### config.mk
export PLATFORM = sky130hd
export DESIGN_NAME = hazard_scoreboard_flat
export DESIGN_NICKNAME = d
export VERILOG_FILES = /design/src/rtl/hazard_scoreboard_pkg.sv /design/src/rtl/hazard_scoreboard_if.sv /design/src/rtl/hazard_scoreboard_src_decode.sv /design/src/rtl/hazard_scoreboard.sv /design/src/flat_wrapper.sv
export SDC_FILE = /design/constraint.sdc
export NUM_CORES = 1
export LEC_CHECK = 0
export ABC_AREA = 1
export CAP_MARGIN = 0
export CORE_MARGIN = 4
export CORE_UTILIZATION = 40
export CTS_CLUSTER_SIZE = 25
export DETAILED_ROUTE_END_ITERATION = 16
export PLACE_DENSITY = 0.64
export SYNTH_ARGS = -nofsm -noshare
export SYNTH_HDL_FRONTEND = slang
export SYNTH_SLANG_ARGS = --single-unit
### constraint.sdc
create_clock -name clk -period 1.81 [get_ports clk]
set_input_delay 0.2715 -clock clk [delete_from_list [all_inputs] [get_ports clk]]
set_output_delay 0.2715 -clock clk [all_outputs]
set_load 0.005 [all_outputs]
### src/rtl/hazard_scoreboard_pkg.sv
// Shared opcode/funct constants and forwarding-select encodings for the hazard scoreboard.
package hazard_scoreboard_pkg;

  localparam logic [5:0] OP_RTYPE = 6'h00;
  localparam logic [5:0] OP_J     = 6'h02;
  localparam logic [5:0] OP_JAL   = 6'h03;
  localparam logic [5:0] OP_BEQ   = 6'h04;
  localparam logic [5:0] OP_BNE   = 6'h05;
  localparam logic [5:0] OP_BLEZ  = 6'h06;
  localparam logic [5:0] OP_BGTZ  = 6'h07;
  localparam logic [5:0] OP_ADDI  = 6'h08;
  localparam logic [5:0] OP_ADDIU = 6'h09;
  localparam logic [5:0] OP_SLTI  = 6'h0a;
  localparam logic [5:0] OP_SLTIU = 6'h0b;
  localparam logic [5:0] OP_ANDI  = 6'h0c;
  localparam logic [5:0] OP_ORI   = 6'h0d;
  localparam logic [5:0] OP_XORI  = 6'h0e;
  localparam logic [5:0] OP_LUI   = 6'h0f;
  localparam logic [5:0] OP_LW    = 6'h23;
  localparam logic [5:0] OP_SW    = 6'h2b;

  localparam logic [5:0] FUNCT_SLL   = 6'h00;
  localparam logic [5:0] FUNCT_SRL   = 6'h02;
  localparam logic [5:0] FUNCT_SRA   = 6'h03;
  localparam logic [5:0] FUNCT_JR    = 6'h08;
  localparam logic [5:0] FUNCT_JALR  = 6'h09;
  localparam logic [5:0] FUNCT_MFHI  = 6'h10;
  localparam logic [5:0] FUNCT_MTHI  = 6'h11;
  localparam logic [5:0] FUNCT_MFLO  = 6'h12;
  localparam logic [5:0] FUNCT_MTLO  = 6'h13;
  localparam logic [5:0] FUNCT_MULT  = 6'h18;
  localparam logic [5:0] FUNCT_MULTU = 6'h19;
  localparam logic [5:0] FUNCT_DIV   = 6'h1a;
  localparam logic [5:0] FUNCT_DIVU  = 6'h1b;
  localparam logic [5:0] FUNCT_ADDU  = 6'h21;

  localparam logic [1:0] FWD_RF   = 2'd0;
  localparam logic [1:0] FWD_AGE0 = 2'd1;
  localparam logic [1:0] FWD_AGE1 = 2'd2;
  localparam logic [1:0] FWD_AGE2 = 2'd3;

  function automatic logic [1:0] age_to_sel(input int age);
    case (age)
      0:       return FWD_AGE0;
      1:       return FWD_AGE1;
      default: return FWD_AGE2;
    endcase
  endfunction

endpackage

### src/rtl/hazard_scoreboard_if.sv
// Decode-stage <-> scoreboard bundle: ID instruction fields in, stall/forward/busy out.
interface hazard_scoreboard_if #(parameter int REG_AW = 5);
  logic              id_valid;
  logic [5:0]        id_opcode;
  logic [5:0]        id_funct;
  logic [REG_AW-1:0] id_rs;
  logic [REG_AW-1:0] id_rt;
  logic [REG_AW-1:0] id_dest;
  logic              id_reg_write;
  logic              id_flush;
  logic              stall;
  logic [1:0]        fwd_rs_sel;
  logic [1:0]        fwd_rt_sel;
  logic              md_busy;

  modport master (
    output id_valid, id_opcode, id_funct, id_rs, id_rt, id_dest, id_reg_write, id_flush,
    input  stall, fwd_rs_sel, fwd_rt_sel, md_busy
  );

  modport slave (
    input  id_valid, id_opcode, id_funct, id_rs, id_rt, id_dest, id_reg_write, id_flush,
    output stall, fwd_rs_sel, fwd_rt_sel, md_busy
  );
endinterface

### src/rtl/hazard_scoreboard_src_decode.sv
// Combinational opcode/funct decode into source-use, load and MULT/DIV flags.
module hazard_src_decode
  import hazard_scoreboard_pkg::*;
(
  input  logic [5:0] opcode,
  input  logic [5:0] funct,
  output logic       use_rs,
  output logic       use_rt,
  output logic       is_load,
  output logic       md_start,
  output logic       md_read
);

  assign is_load = (opcode == OP_LW);

  always_comb begin
    // NOTE: every output gets a default before the case so no path leaves one unassigned (no latch).
    use_rs   = 1'b0;
    use_rt   = 1'b0;
    md_start = 1'b0;
    md_read  = 1'b0;
    case (opcode)
      OP_RTYPE: begin
        case (funct)
          FUNCT_SLL, FUNCT_SRL, FUNCT_SRA:            use_rt = 1'b1;
          FUNCT_JR, FUNCT_JALR, FUNCT_MTHI, FUNCT_MTLO: use_rs = 1'b1;
          FUNCT_MFHI, FUNCT_MFLO:                     md_read = 1'b1;
          FUNCT_MULT, FUNCT_MULTU, FUNCT_DIV, FUNCT_DIVU: begin
            use_rs   = 1'b1;
            use_rt   = 1'b1;
            md_start = 1'b1;
          end
          default: begin
            use_rs = 1'b1;
            use_rt = 1'b1;
          end
        endcase
      end
      OP_BEQ, OP_BNE, OP_SW: begin
        use_rs = 1'b1;
        use_rt = 1'b1;
      end
      OP_BLEZ, OP_BGTZ, OP_ADDI, OP_ADDIU, OP_SLTI, OP_SLTIU,
      OP_ANDI, OP_ORI, OP_XORI, OP_LW:
        use_rs = 1'b1;
      default: ;  // J, JAL, LUI read no GPR
    endcase
  end

endmodule

### src/rtl/hazard_scoreboard.sv
// Hazard scoreboard: shadow of in-flight destinations (EX..WB), stall/forward selection and
// a MULT/DIV busy counter, all evaluated against the instruction sitting in ID.
module hazard_scoreboard #(
  parameter int REG_AW = 5,
  parameter int DEPTH  = 3,
  parameter int FWD_EN = 1,
  parameter int MD_LAT = 4
) (
  input logic clk,
  input logic reset,
  hazard_scoreboard_if.slave bus
);
  import hazard_scoreboard_pkg::*;

  localparam int CNT_W = $clog2(MD_LAT + 1);

  typedef struct packed {
    logic              valid;
    logic [REG_AW-1:0] dest;
    logic              is_load;
  } entry_t;

  entry_t            shadow [DEPTH];
  entry_t            new_entry;
  logic [CNT_W-1:0]  md_cnt;
  logic              use_rs, use_rt, is_load, md_start, md_read;
  logic [DEPTH-1:0]  rs_match, rt_match;
  logic [1:0]        rs_sel, rt_sel;
  logic              hazard, stall, id_issue;

  hazard_src_decode u_decode (
    .opcode   (bus.id_opcode),
    .funct    (bus.id_funct),
    .use_rs   (use_rs),
    .use_rt   (use_rt),
    .is_load  (is_load),
    .md_start (md_start),
    .md_read  (md_read)
  );

  always_comb begin
    rs_match = '0;
    rt_match = '0;
    for (int k = 0; k < DEPTH; k++) begin
      rs_match[k] = shadow[k].valid && (shadow[k].dest == bus.id_rs) && (bus.id_rs != '0);
      rt_match[k] = shadow[k].valid && (shadow[k].dest == bus.id_rt) && (bus.id_rt != '0);
    end
  end

  // Walk oldest to youngest so the youngest matching age ends up selected.
  always_comb begin
    rs_sel = FWD_RF;
    rt_sel = FWD_RF;
    for (int k = DEPTH - 1; k >= 0; k--) begin
      if (rs_match[k]) rs_sel = age_to_sel(k);
      if (rt_match[k]) rt_sel = age_to_sel(k);
    end
    if (FWD_EN == 0 || !use_rs) rs_sel = FWD_RF;
    if (FWD_EN == 0 || !use_rt) rt_sel = FWD_RF;
  end

  always_comb begin
    if (FWD_EN != 0)
      hazard = ((use_rs && rs_match[0]) || (use_rt && rt_match[0])) && shadow[0].is_load;
    else
      hazard = (use_rs && (|rs_match)) || (use_rt && (|rt_match));
    stall = bus.id_valid && (hazard || ((md_read || md_start) && (md_cnt != '0)));
  end

  // A flushed instruction is never entered even though stall may still be reported.
  assign id_issue = bus.id_valid && !stall && !bus.id_flush;

  always_comb begin
    new_entry = '0;
    if (id_issue) begin
      new_entry.valid   = bus.id_reg_write && (bus.id_dest != '0);
      new_entry.dest    = bus.id_dest;
      new_entry.is_load = is_load;
    end
  end

  // NOTE: the shadow is a register array, not a RAM, and is cleared on reset because its valid
  // bits directly gate stall; uncleared entries would fabricate hazards after reset.
  always_ff @(posedge clk or posedge reset) begin
    if (reset) begin
      for (int k = 0; k < DEPTH; k++) shadow[k] <= '0;
    end else begin
      // NOTE: non-blocking assignments make every entry shift from its pre-edge value.
      shadow[0] <= new_entry;
      for (int k = 1; k < DEPTH; k++) shadow[k] <= shadow[k-1];
    end
  end

  always_ff @(posedge clk or posedge reset) begin
    if (reset)                     md_cnt <= '0;
    else if (id_issue && md_start) md_cnt <= CNT_W'(MD_LAT);
    else if (md_cnt != '0)         md_cnt <= md_cnt - 1'b1;
  end

  assign bus.stall      = stall;
  assign bus.fwd_rs_sel = rs_sel;
  assign bus.fwd_rt_sel = rt_sel;
  assign bus.md_busy    = (md_cnt != '0);

endmodule

### src/flat_wrapper.sv
// flat-port wrapper written by rule: the top's interface ports become plain ports
module hazard_scoreboard_flat import hazard_scoreboard_pkg::*;
#(
  parameter int REG_AW = 5,
  parameter int DEPTH  = 3,
  parameter int FWD_EN = 1,
  parameter int MD_LAT = 4
)
  (clk, reset, bus_id_valid, bus_id_opcode, bus_id_funct, bus_id_rs, bus_id_rt, bus_id_dest, bus_id_reg_write, bus_id_flush, bus_stall, bus_fwd_rs_sel, bus_fwd_rt_sel, bus_md_busy);
  hazard_scoreboard_if #(.REG_AW(REG_AW)) bus_i ();
  input logic clk;
  input logic reset;
  input wire logic [$bits(bus_i.id_valid)-1:0] bus_id_valid;
  input wire logic [$bits(bus_i.id_opcode)-1:0] bus_id_opcode;
  input wire logic [$bits(bus_i.id_funct)-1:0] bus_id_funct;
  input wire logic [$bits(bus_i.id_rs)-1:0] bus_id_rs;
  input wire logic [$bits(bus_i.id_rt)-1:0] bus_id_rt;
  input wire logic [$bits(bus_i.id_dest)-1:0] bus_id_dest;
  input wire logic [$bits(bus_i.id_reg_write)-1:0] bus_id_reg_write;
  input wire logic [$bits(bus_i.id_flush)-1:0] bus_id_flush;
  output wire logic [$bits(bus_i.stall)-1:0] bus_stall;
  output wire logic [$bits(bus_i.fwd_rs_sel)-1:0] bus_fwd_rs_sel;
  output wire logic [$bits(bus_i.fwd_rt_sel)-1:0] bus_fwd_rt_sel;
  output wire logic [$bits(bus_i.md_busy)-1:0] bus_md_busy;
  assign bus_i.id_valid = bus_id_valid;
  assign bus_i.id_opcode = bus_id_opcode;
  assign bus_i.id_funct = bus_id_funct;
  assign bus_i.id_rs = bus_id_rs;
  assign bus_i.id_rt = bus_id_rt;
  assign bus_i.id_dest = bus_id_dest;
  assign bus_i.id_reg_write = bus_id_reg_write;
  assign bus_i.id_flush = bus_id_flush;
  assign bus_stall = bus_i.stall;
  assign bus_fwd_rs_sel = bus_i.fwd_rs_sel;
  assign bus_fwd_rt_sel = bus_i.fwd_rt_sel;
  assign bus_md_busy = bus_i.md_busy;
  hazard_scoreboard #(.REG_AW(REG_AW), .DEPTH(DEPTH), .FWD_EN(FWD_EN), .MD_LAT(MD_LAT)) u_core (.clk(clk), .reset(reset), .bus(bus_i));
endmodule
==> metrics.cfg <==
[setup_path]
reg2reg_depth=11
critPathKind=reg2out
r2r_end=u_core.shadow[20]$_DFF_PP0_
endpoint_kind=output port
rr_startpoint=u_core.shadow[17]$_DFF_PP0_
cp_data_arrival_time_ns=1.66
required_ns=1.54
cpMaxStageDelayCell=dfrtp_1
startpoint_type=register
critPathTopFamily=simple AND/OR/NAND/NOR gates
r2r_setup_slack_ns=0.17
cp_cell_sequence=buf_4, xor2_1, nor3_1, nand3_1, nand3b_1, nand2_1, buf_2
crit_buf_inv=2
worstPathMaxFanout=2
cp_slowest_stage_delay_ns=0.40

[timing]
fin_crit_ns=1.93
skew_ns=0.00148
relSlewSlack_pct=70.7
finalSetupViolCount=5
final.period_utilization_pct=106
fin_ws_ns=-0.118
tns_ns=-0.382
rsz0062_at_grt=yes
maxSlewViolCount=0
timing.fmax_ghz=0.519
worst_pin_slew_ns=0.438
hold_viol=0
worst_hold_slack_ns=0.328

[clocking]
cts_max_level=1
clk_pin_slew_ns=0.08
cts_tree=built
insertion_delay_ns=0.27
cts.hold.buffers_added=0
numCtsBuffers=3
cts_buffer_depth=2
cts_root_buffer=clkbuf_8
clkSinkCount=22

[synthesis]
ys_seq_area_share_pct=36.4
yosysTopAreaCell=dfrtp_1
synth_top_area_share_pct=36.4
synth_seq_cells=22
synthesis.area_um2=1510
synth_fp_nets=233
yosysUniqueCellTypes=27
ys_top_cells_by_area=dfrtp_1 36%, inv_1 8.9%, nand2_1 6.9%
avgSynthCellArea_um2=7.61
netlist_instances=199
ys_warn_count=0

[detailed_routing]
num_vias=1532
routed_via_density=4.66
drc_errors=0
ant_nets=0
wl_per_cell_um=11.7
drt_iter0_markers=134
firstDrtPassIters=4
drt-total-wl_um=3850

[power]
p_per_area_nw_per_um2=659
irDropWorstVdd_v=0.000425
p_leak_uw=0.00122

[grt]
antenna_found_initial=0
grt_max_degree=23
grt_overflow=0
first_global_vias=1439
grt_first_pass_wirelength_um=6240
grt_usage_pct=16.1

[place]
globalplace.congestion=0.899
dp.cells=314
io_buffers=37
dpl.hpwl_um=3090
place_area_um2=2170

[die]
die_w_um=69.5
die_area_um2=4830
start_util_pct=41.4
die_h_um=69.5
top_level_ports=38
rows=22
core-area_um2=3660

[cells_and_area]
multi_input_comb_area_um2=921
final_common_cell=buf_4
drive_gt1_share_pct=35.9
fillers=330
stdcell_count=329
seq_area_um2=552
final_cell_mix=40 x buf_4, 33 x inv_1, 25 x nand2_1
syn2layout_area_growth_pct=57.7
num_antenna_cells=0
stdcell_area_um2=2390
nNetsFinal=316

[min_path]
hp-class=in2async

[status]
failed_checks=negative setup slack
run_status=complete, but fails checks

[flow_run]
drv_cap=0

[layer usage]
layer | wire length, um | GRT usage [%] | vias to the layer above
met1 | 1700 | 20.2 | 679
li1 | - | - | 794
met3 | 176 | 2.32 | 11
met4 | 110 | 8.03 | 0
met5 | 0 | 0 | -
met2 | 1850 | 26.8 | 48
[worst reg2reg max path, delay by kind of cell (launching register included)]
family / cells / cell delay, ns
compound gates: 1 / 0.06
flops: 1 / 0.41
simple gates: 7 / 0.63
xor+xnor: 1 / 0.17
buf+inv: 2 / 0.27
[layout make-up]
cell class / instances / area share (%)
Timing Repair Buffer: 78 / 26.7
Clock buffer: 3 / 1.73
Clock inverter: 1 / 1.26
Multi-Input combinational cell: 138 / 38.6
Sequential cell: 22 / 23.1
Inverter: 39 / 6.13
Tap cell: 48 / 2.52
[where the power goes]
part / switching, uW / total (uW) / internal (uW)
clock network: 166 / 461 / 296
registers: 33.0 / 578 / 545
logic: 249 / 533 / 284
[state kept, by name, summed over array words and instances (netlist names)]
name and cells:
u_core.shadow 19, u_core.md_cnt 3
[synth_stat cells (all sizes together)]
| library cell | instances |
|---|---|
| nor3 | 2 |
| nand3b | 6 |
| o21ai | 12 |
| and3 | 1 |
| o22ai | 2 |
| a21oi | 7 |
| o211ai | 2 |
| xnor2 | 7 |
| ha | 2 |
| nand3 | 11 |
| inv | 39 |
| a21boi | 1 |
| dfrtp | 22 |
| nand4 | 5 |
| nor2 | 33 |
| nor4 | 3 |
| xor2 | 10 |
| nand2 | 33 |
| o221ai | 1 |
[metrics by stage]
step	total power [uW]	utilization [%]	setup slack, ns
6_report	1570	65.2	-0.118
5_1_grt	1690	65.2	-0.221
4_1_cts	1570	63.1	-0.163
3_5_place_dp	1080	59.3	-0.630
3_3_place_gp	1070	59.3	-0.684
2_1_floorplan	834	-	0.430
[what timing repair did]
action	4_1_cts	5_1_grt
gates cloned	0	0
setup endpoints to repair	6	9
pin swaps	26	24
endpoints found under the hold margin	0	0
setup buffers	10	2
resized for setup	54	20
[kinds of logic after synthesis]
| kind of cell | synth area share (%) |
|---|---|
| xor+xnor | 9.83 |
| fa+ha+maj | 1.65 |
| simple gates | 32.3 |
| flops | 36.4 |
| compound gates | 10.2 |
| buf+inv | 9.67 |
[worst max path at each step]
stage	startpoint	end	cells after the start
finish	u_core.shadow[5]$_DFF_PP0_	bus_fwd_rs_sel[0]	7
floorplan	u_core.shadow[19]$_DFF_PP0_	bus_stall	8
CTS	u_core.shadow[3]$_DFF_PP0_	bus_fwd_rs_sel[0]	7
global placement	bus_id_rt[1]	bus_fwd_rt_sel[1]	9
global route	u_core.shadow[17]$_DFF_PP0_	bus_stall	9
detailed placement	bus_id_rt[3]	bus_stall	10
(Power assumes the default switching activity.)
==> variant, RTL diff (config.mk and constraints unchanged) <==
`MD_LAT` is set to 4 in 2 places; all go to 8.
--- a/src/rtl/hazard_scoreboard.sv
+++ b/src/rtl/hazard_scoreboard.sv
@@ -4,7 +4,7 @@
   parameter int REG_AW = 5,
   parameter int DEPTH  = 3,
   parameter int FWD_EN = 1,
-  parameter int MD_LAT = 4
+  parameter int MD_LAT = 8
 ) (
   input logic clk,
   input logic reset,
--- a/src/flat_wrapper.sv
+++ b/src/flat_wrapper.sv
@@ -4,7 +4,7 @@
   parameter int REG_AW = 5,
   parameter int DEPTH  = 3,
   parameter int FWD_EN = 1,
-  parameter int MD_LAT = 4
+  parameter int MD_LAT = 8
 )
   (clk, reset, bus_id_valid, bus_id_opcode, bus_id_funct, bus_id_rs, bus_id_rt, bus_id_dest, bus_id_reg_write, bus_id_flush, bus_stall, bus_fwd_rs_sel, bus_fwd_rt_sel, bus_md_busy);
   hazard_scoreboard_if #(.REG_AW(REG_AW)) bus_i ();
Function: changed (Yosys sat finds a counterexample within 10 cycles, from zero or initial values and one cycle with reset high).
==> variant against the original RTL <==
The run still ends with setup timing left. Die area down 0.43%. Sequential cell count rose by 1. Utilization decreased by 0.92 points. Setup slack worse by 0.0049 ns. Design area is 1.4% lower. Area after synthesis decreased by 0.50%. Non-clock buffer count down 3. Routed wire length increased by 0.10%. Power fell by 3.0%. Critical path type is now input pin to output pin.
==> variant: results (changes against the original RTL) <==
[timing]
max_slew.worst_pin.slew_ns = 0.327  ; -0.111 ns
setup-violations-final = 5  ; unchanged
worst_hold_slack_ns = 0.335  ; +0.00694 ns
clock_skew_ns = 0.00617  ; +0.00469 ns
fin_ws_ns = -0.122  ; -0.00493 ns
sum_of_negative_setup_slack_ns = -0.527  ; -0.145 ns

[critical_path]
worst_path_largest_cell_delay_ns = 0.49  ; +0.09 ns
critical_path_origin = bus_id_funct[0]
crit_slowest_cell = sky130_fd_sc_hd__clkdlybuf4s50_1
crit_arrival_ns = 1.66  ; about the same
reg2reg_slack_ns = 0.25  ; +0.08 ns
r2r_end = u_core.md_cnt[3]
worst_r2r_startpoint = u_core.shadow[16]
endpoint = bus_stall
critPathMaxFanout = 3  ; +1

[synthesis]
ys_seq_area_share_pct = 38.2  ; +1.8 points
netlist_instances = 204  ; +2.5%
synth_top_cells_by_count = sky130_fd_sc_hd__inv_1, sky130_fd_sc_hd__nand2_1, sky130_fd_sc_hd__nor2_1
post_synth_main_area_contributors = sky130_fd_sc_hd__dfrtp_1, sky130_fd_sc_hd__inv_1, sky130_fd_sc_hd__nand2_1, sky130_fd_sc_hd__nor2_1, sky130_fd_sc_hd__xor2_1
synthesis.nets = 237  ; +1.7%
synth.lib_cells_used.distinct = 29  ; +7.4%

[global_route]
grtUsageMet2_pct = 28.1  ; +1.3 points
first_global_vias = 1470  ; +2.2%
gr_usage_total_pct = 16.4  ; +0.32 points
grt_max_degree = 24  ; +4.3%

[clocking]
postCtsResizedCells = 63  ; +17%
clkSlewWorstSetupHoldPaths_ns = 0.09

[place]
preCtsSetupSlack_ns = -0.659  ; -0.0298 ns
gp_congestion = 0.925  ; +2.9%
placement.cell_area_um2 = 2120  ; -2.1%
dpl.hpwl_um = 2930  ; -5.0%

[route]
met3_length_um = 199  ; +13%
dr.first_iter.drc_count = 100  ; -25%
met2_wire_length_um = 1930  ; +4.1%
vias_per_cell = 4.72  ; +1.4%
avgRoutedWirePerCell_um = 11.6  ; -0.50%
drt-total-wl_um = 3850  ; +0.10%
drt-met1-wl_um = 1650  ; -3.4%

[layout]
biggestRegsByFlops = u_core.shadow: 19 flops, u_core.md_cnt: 4 flops
finish.net_count = 317  ; +0.32%
ratio_of_cells_with_drive_above_1_in_the_final_layout_pct = 33.6  ; -2.4 points
n_fill_cell = 327  ; -0.91%

[power]
p_leak_nw = 1.25  ; +2.8%
peakVddDrop_uv = 299  ; -30%

[status]
violations = setup timing
status = finished, violations left

## variant: changes by cell type after synthesis, sizes merged, moves of 3 or more
cell,delta
nor4,-3
nand3,+3
nand3b,-3
a21oi,-5
nand2,+5
## variant: area by class of cell
class,count,area (um^2),share of cell area [%]
Clock inverter,1,7.51,0.319
Sequential cell,23,577,24.5
Tap cell,48,60.1,2.55
Inverter,37,139,5.90
Timing Repair Buffer,75,628,26.7
Clock buffer,3,41.3,1.75
Multi-Input combinational cell,144,901,38.3
## variant: logic make-up (layout without fill, tap and decap cells)
group | after synthesis | after routing | share of synthesized area, %
compound gates | 24 | 24 | 10.3
xor+xnor | 16 | 16 | 9.30
fa+ha+maj | 1 | 1 | 0.830
buf+inv | 37 | 116 | 9.22
flops | 23 | 23 | 38.2
simple gates | 103 | 103 | 32.1
## variant: power breakdown
group          internal (W)  switching [W]  total, W
clock network      0.000156       0.000174  0.000330
logic              0.000307       0.000269  0.000576
registers          0.000575      0.0000437  0.000619
total               0.00104       0.000486   0.00152
